$ cat src/rtl/muldiv_if.sv
// Pipeline-side handshake and result bus for the iterative multiply/divide controller.
// The EX stage drives requests as master; the controller answers as slave.
interface muldiv_if #(
    parameter int WIDTH = 32
);
    logic             start;
    logic [2:0]       op;
    logic [WIDTH-1:0] a;
    logic [WIDTH-1:0] b;
    logic             rd_req;
    logic             flush;
    logic             busy;
    logic             done;
    logic             stall;
    logic [WIDTH-1:0] hi;
    logic [WIDTH-1:0] lo;

    modport master (
        output start, op, a, b, rd_req, flush,
        input  busy, done, stall, hi, lo
    );

    modport slave (
        input  start, op, a, b, rd_req, flush,
        output busy, done, stall, hi, lo
    );
endinterface

$ cat src/rtl/muldiv_controller.sv
// Iterative MULT/MULTU/DIV/DIVU sequencer with HI/LO ownership and pipeline stall request.
// state | meaning
// IDLE  | waiting for an op; MTHI/MTLO complete here in one cycle
// CALC  | one shift-add or restoring-subtract step per cycle, WIDTH steps
// FIX   | apply result signs, write HI/LO, pulse done next cycle
module muldiv_controller #(
    parameter int WIDTH = 32
) (
    input logic     clk,
    input logic     rst_n,
    muldiv_if.slave bus
);
    localparam int CW = (WIDTH > 1) ? $clog2(WIDTH) : 1;

    localparam logic [2:0] OP_MULT  = 3'b000;
    localparam logic [2:0] OP_MULTU = 3'b001;
    localparam logic [2:0] OP_DIV   = 3'b010;
    localparam logic [2:0] OP_DIVU  = 3'b011;
    localparam logic [2:0] OP_MTHI  = 3'b100;
    localparam logic [2:0] OP_MTLO  = 3'b101;

    typedef enum logic [1:0] {
        IDLE = 2'd0,
        CALC = 2'd1,
        FIX  = 2'd2
    } state_t;

    state_t           state;
    state_t           state_nxt;
    logic [CW-1:0]    count;
    logic [WIDTH-1:0] acc_hi;
    logic [WIDTH-1:0] acc_lo;
    logic [WIDTH-1:0] opnd;
    logic [WIDTH-1:0] a_raw;
    logic [WIDTH-1:0] hi_q;
    logic [WIDTH-1:0] lo_q;
    logic             is_div;
    logic             neg_lo;
    logic             neg_hi;
    logic             div_zero;
    logic             done_q;

    logic             accept;
    logic             iter_op;
    logic             signed_op;
    logic             a_neg;
    logic             b_neg;
    logic [WIDTH-1:0] a_mag;
    logic [WIDTH-1:0] b_mag;

    logic [WIDTH:0]     mul_sum;
    logic [WIDTH:0]     div_shift;
    logic [WIDTH+1:0]   div_diff;
    logic               div_ok;
    logic [2*WIDTH-1:0] prod;
    logic [2*WIDTH-1:0] prod_fix;
    logic [WIDTH-1:0]   quo_fix;
    logic [WIDTH-1:0]   rem_fix;
    logic [WIDTH-1:0]   fix_hi;
    logic [WIDTH-1:0]   fix_lo;

    assign accept    = (state == IDLE) && bus.start && !bus.flush;
    assign iter_op   = !bus.op[2];
    assign signed_op = !bus.op[0];
    assign a_neg     = signed_op && bus.a[WIDTH-1];
    assign b_neg     = signed_op && bus.b[WIDTH-1];
    assign a_mag     = a_neg ? -bus.a : bus.a;
    assign b_mag     = b_neg ? -bus.b : bus.b;

    always_ff @(posedge clk) begin
        if (!rst_n) begin
            state <= IDLE;
        end else begin
            state <= state_nxt;
        end
    end

    always_comb begin
        state_nxt = state;
        case (state)
            IDLE: begin
                if (accept && iter_op) begin
                    state_nxt = CALC;
                end
            end
            CALC: begin
                if (bus.flush) begin
                    state_nxt = IDLE;
                end else if (count == CW'(WIDTH - 1)) begin
                    state_nxt = FIX;
                end
            end
            FIX: begin
                state_nxt = IDLE;
            end
            default: begin
                state_nxt = IDLE;
            end
        endcase
    end

    // Multiply keeps the multiplier in acc_lo and shifts the running sum in from the top;
    // divide keeps the dividend in acc_lo and shifts quotient bits in from the bottom.
    always_comb begin
        mul_sum   = {1'b0, acc_hi} + (acc_lo[0] ? {1'b0, opnd} : {(WIDTH + 1){1'b0}});
        div_shift = {acc_hi, acc_lo[WIDTH-1]};
        div_diff  = {1'b0, div_shift} - {2'b00, opnd};
        div_ok    = !div_diff[WIDTH+1];
    end

    always_comb begin
        prod     = {acc_hi, acc_lo};
        prod_fix = neg_lo ? -prod : prod;
        quo_fix  = neg_lo ? -acc_lo : acc_lo;
        rem_fix  = neg_hi ? -acc_hi : acc_hi;
        if (div_zero) begin
            fix_hi = a_raw;
            fix_lo = {WIDTH{1'b1}};
        end else if (is_div) begin
            fix_hi = rem_fix;
            fix_lo = quo_fix;
        end else begin
            fix_hi = prod_fix[2*WIDTH-1:WIDTH];
            fix_lo = prod_fix[WIDTH-1:0];
        end
    end

    always_ff @(posedge clk) begin
        if (!rst_n) begin
            count    <= '0;
            acc_hi   <= '0;
            acc_lo   <= '0;
            opnd     <= '0;
            a_raw    <= '0;
            hi_q     <= '0;
            lo_q     <= '0;
            is_div   <= 1'b0;
            neg_lo   <= 1'b0;
            neg_hi   <= 1'b0;
            div_zero <= 1'b0;
            done_q   <= 1'b0;
        end else begin
            done_q <= 1'b0;
            case (state)
                IDLE: begin
                    if (accept) begin
                        case (bus.op)
                            OP_MULT, OP_MULTU: begin
                                opnd     <= a_mag;
                                acc_lo   <= b_mag;
                                acc_hi   <= '0;
                                is_div   <= 1'b0;
                                neg_lo   <= a_neg ^ b_neg;
                                neg_hi   <= 1'b0;
                                div_zero <= 1'b0;
                                count    <= '0;
                            end
                            OP_DIV, OP_DIVU: begin
                                opnd     <= b_mag;
                                acc_lo   <= a_mag;
                                acc_hi   <= '0;
                                a_raw    <= bus.a;
                                is_div   <= 1'b1;
                                neg_lo   <= a_neg ^ b_neg;
                                neg_hi   <= a_neg;
                                div_zero <= (bus.b == '0);
                                count    <= '0;
                            end
                            OP_MTHI: hi_q <= bus.a;
                            OP_MTLO: lo_q <= bus.a;
                            default: ;
                        endcase
                    end
                end
                CALC: begin
                    if (!bus.flush) begin
                        count <= count + 1'b1;
                        if (is_div) begin
                            acc_hi <= div_ok ? div_diff[WIDTH-1:0] : div_shift[WIDTH-1:0];
                            acc_lo <= {acc_lo[WIDTH-2:0], div_ok};
                        end else begin
                            {acc_hi, acc_lo} <= {mul_sum, acc_lo[WIDTH-1:1]};
                        end
                    end
                end
                FIX: begin
                    if (!bus.flush) begin
                        hi_q   <= fix_hi;
                        lo_q   <= fix_lo;
                        done_q <= 1'b1;
                    end
                end
                default: ;
            endcase
        end
    end

    assign bus.busy  = (state != IDLE);
    assign bus.stall = (state != IDLE) && (bus.start || bus.rd_req);
    assign bus.done  = done_q;
    assign bus.hi    = hi_q;
    assign bus.lo    = lo_q;
endmodule

$ cat src/flat_wrapper.sv
// flat-port wrapper written by rule: the top's interface ports become plain ports
module muldiv_controller_flat 
#(
    parameter int WIDTH = 32
)
  (clk, rst_n, bus_start, bus_op, bus_a, bus_b, bus_rd_req, bus_flush, bus_busy, bus_done, bus_stall, bus_hi, bus_lo);
  muldiv_if #(.WIDTH(WIDTH)) bus_i ();
  input logic clk;
  input logic rst_n;
  input wire logic [$bits(bus_i.start)-1:0] bus_start;
  input wire logic [$bits(bus_i.op)-1:0] bus_op;
  input wire logic [$bits(bus_i.a)-1:0] bus_a;
  input wire logic [$bits(bus_i.b)-1:0] bus_b;
  input wire logic [$bits(bus_i.rd_req)-1:0] bus_rd_req;
  input wire logic [$bits(bus_i.flush)-1:0] bus_flush;
  output wire logic [$bits(bus_i.busy)-1:0] bus_busy;
  output wire logic [$bits(bus_i.done)-1:0] bus_done;
  output wire logic [$bits(bus_i.stall)-1:0] bus_stall;
  output wire logic [$bits(bus_i.hi)-1:0] bus_hi;
  output wire logic [$bits(bus_i.lo)-1:0] bus_lo;
  assign bus_i.start = bus_start;
  assign bus_i.op = bus_op;
  assign bus_i.a = bus_a;
  assign bus_i.b = bus_b;
  assign bus_i.rd_req = bus_rd_req;
  assign bus_i.flush = bus_flush;
  assign bus_busy = bus_i.busy;
  assign bus_done = bus_i.done;
  assign bus_stall = bus_i.stall;
  assign bus_hi = bus_i.hi;
  assign bus_lo = bus_i.lo;
  muldiv_controller #(.WIDTH(WIDTH)) u_core (.clk(clk), .rst_n(rst_n), .bus(bus_i));
endmodule
$ cat config.mk
export PLATFORM = sky130hd
export DESIGN_NAME = muldiv_controller_flat
export DESIGN_NICKNAME = d
export VERILOG_FILES = /design/src/rtl/muldiv_if.sv /design/src/rtl/muldiv_controller.sv /design/src/flat_wrapper.sv
export SDC_FILE = /design/constraint.sdc
export NUM_CORES = 1
export LEC_CHECK = 0
export ABC_CLOCK_PERIOD_IN_PS = 6700
export CORE_MARGIN = 3
export CORE_UTILIZATION = 50
export DETAILED_ROUTE_END_ITERATION = 10
export PLACE_DENSITY = 0.79
export REMOVE_ABC_BUFFERS = 1
export SLEW_MARGIN = 20
export SYNTH_ARGS = -nofsm -noshare
export SYNTH_HDL_FRONTEND = slang
export SYNTH_SLANG_ARGS = --single-unit
$ cat constraint.sdc
create_clock -name clk -period 6.7 [get_ports clk]
set_clock_uncertainty 0.2 [all_clocks]
set_input_delay 2.01 -clock clk [delete_from_list [all_inputs] [get_ports clk]]
set_output_delay 2.01 -clock clk [all_outputs]
set_load 0.05 [all_outputs]
==> reports/results.ini <==
[floorplan]
coreArea_um2 = 31880
initial_utilization_pct = 51.24
row_count = 65
die_y_um = 186.8
io_pins = 139
fp.dieW_um = 186.8
dieArea_um2 = 34880

[logic_synthesis]
yosysWarnings = 0
synth_edf_count = 0
synth_cell_types = 88
avgSynthCellArea_um2 = 7.219
yosysMostFrequentCell = nand2_1
synth_common_cells = nand2_1, a21oi_1, nor2_1
async_flop_share_pct = 0
ys_seq_area_share_pct = 25.00
ys.flop_type = dfxtp_1
synth_seq_cells = 204
synth_top_area_cell = dfxtp_1
synthesis.area_um2 = 16340
syn-instance-count = 2263
synth.area.top_cells = dfxtp_1, a21oi_1, nand2_1
yosysTopAreaCellShare_pct = 25.00

[setup_path]
end_kind = output pin
crit_arrival_ns = 3.48
required_ns = 4.49
critPathKind = in -> out
startpoint_type = input pin
cp_max_fo = 5

[place]
dpl.hpwl_um = 46610
gp_congestion = 0.9761
placed_cells = 2709
port_buffers = 138
place_area_um2 = 17850

[sta]
finalCriticalPeriod_ns = 5.685
clock.fmax_ghz = 0.1759
fin_setup_tns_ns = 0
tightest_slew_ns = 1.172
rsz0062_at_grt = false
finalHoldViolCount = 0
setup_viol = 0
period_share_pct = 84.85
relSlewSlack_pct = 21.80
hold_slack_ns = 0.2517
slew_violations = 0

[finish]
design_area_um2 = 18780
final_cells = 2755
syn_to_final_growth_pct = 14.97
drive_above_1_share_pct = 5.991
fillers = 2993
diodes = 0
nNetsFinal = 2446

[global_routing]
grt.overflow.total = 0
grt_util_all_layers_pct = 35.11
grt_max_degree = 75
antenna_found_initial = 0
grt_pass1_vias = 16850
grt_pass1_wl_um = 98500

[drt]
drt_iter0_markers = 2301
viasPerCell = 6.605
wl_per_cell_um = 23.28
post-route-drc-count = 0
final_antenna_net_count = 0
routed_wl_um = 64150
via_count = 18200
drt-pass1-iter-count = 7

[clock_network]
h-tree-depth = 1
numCtsBuffers = 25
clk_latency_ns = 0.54
cts_tree = done
cts.sinks = 204
ctsHoldBuffers = 0
cts_resized = 0
cts_root_buf = clkbuf_16
clock_path_buffers = 3
clkSlewWorstSetupHoldPaths_ns = 0.06
post-cts-setup-buffer-count = 0

[pwr]
max-vdd-ir-drop_mv = 0.1806
p_per_area_nw_per_um2 = 186.4
power_leakage_nw = 7.020

[run_status]
status = completed

[flow_run]
drv_cap = 0

[worst_hold_path]
hold_class = reg -> reg

## routing by layer
| metal | up-vias | track usage (%) | wire length (um) |
|---|---|---|---|
| met1 | 8608 | 48.36 | 26700 |
| met3 | 178 | 5.260 | 6369 |
| li1 | 8263 | - | - |
| met2 | 1148 | 54.95 | 27920 |
| met4 | 0 | 14.71 | 3154 |
| met5 | - | 0 | 0 |
## area by class of cell
type | instances | area (um^2) | area share, %
inverters | 69 | 261.5 | 1.392
well taps | 435 | 544.3 | 2.898
clock buffers | 35 | 743.2 | 3.957
flip-flops and latches | 204 | 4086 | 21.76
repair buffers | 178 | 1702 | 9.061
multi-input cells | 1824 | 11300 | 60.17
clock inverters | 10 | 142.6 | 0.7595
## layout by cell type (no fill, tap or decap), drive strengths merged, types with 45 or more instances in the layout
cell type      instances
o211ai                62
inv                   70
xor2                  70
dfxtp                204
xnor2                 92
nor2                 225
o21ai                171
clkdlybuf4s50        138
ha                    70
a211oi                45
nand2                290
nor3                  52
a21oi                268
nand3                 49
## worst max-delay path, cell delays in order
cell and delay [ns]:
clkdlybuf4s50_1 0.52, o21a_1 0.14, clkdlybuf4s50_1 0.80
## metrics by stage
| step | util, % | worst slack (ns) | total power, mW |
|---|---|---|---|
| after floorplan | - | 0.6759 | 1.749 |
| after detailed placement | 56.00 | 1.021 | 2.029 |
| final | 58.91 | 1.015 | 3.501 |
| after global routing | 58.91 | 0.9683 | 3.611 |
| after CTS | 58.78 | 1.019 | 3.479 |
| after global placement | 56.00 | 1.006 | 2.019 |
## where the power goes
group / total (mW) / internal (mW) / switching (mW) / leakage (nW)
sequential: 1.29 / 1.25 / 0.0401 / 1.65
combinational: 0.747 / 0.267 / 0.480 / 4.93
clock: 1.47 / 0.889 / 0.580 / 0.436
total: 3.50 / 2.40 / 1.10 / 7.02
## path summary, 6_finish.rpt
kind / start / end / slack [ns] / cells past startpoint
worst max-delay path: bus_start / bus_stall / 1.01 / 3
worst min-delay path: u_core.opnd[6] / u_core.opnd[6] / 0.25 / 2
worst max register to register: u_core.acc_lo[0] / u_core.acc_hi[31] / 2.07 / 13
worst min register to register: u_core.opnd[6] / u_core.opnd[6] / 0.25 / 2
## logic make-up (layout without fill, tap and decap cells)
group	Yosys count	count (layout)	share of synthesized area [%]
simple gates	763	763	21.52
mux	45	45	2.803
fa+ha+maj	72	72	5.607
xor+xnor	162	162	8.686
flops	204	204	25.00
compound gates	782	782	30.29
buf+inv	235	292	6.104
## registers in the layout, indices dropped and copies added, names as in the netlist, 2 cells and up
| signal | cells |
|---|---|
| u_core.a_raw | 32 |
| u_core.acc_hi | 32 |
| u_core.acc_lo | 32 |
| u_core.bus.hi | 32 |
| u_core.bus.lo | 32 |
| u_core.count | 5 |
| u_core.opnd | 32 |
| u_core.state | 2 |
Power figures use the tool's default switching activity.
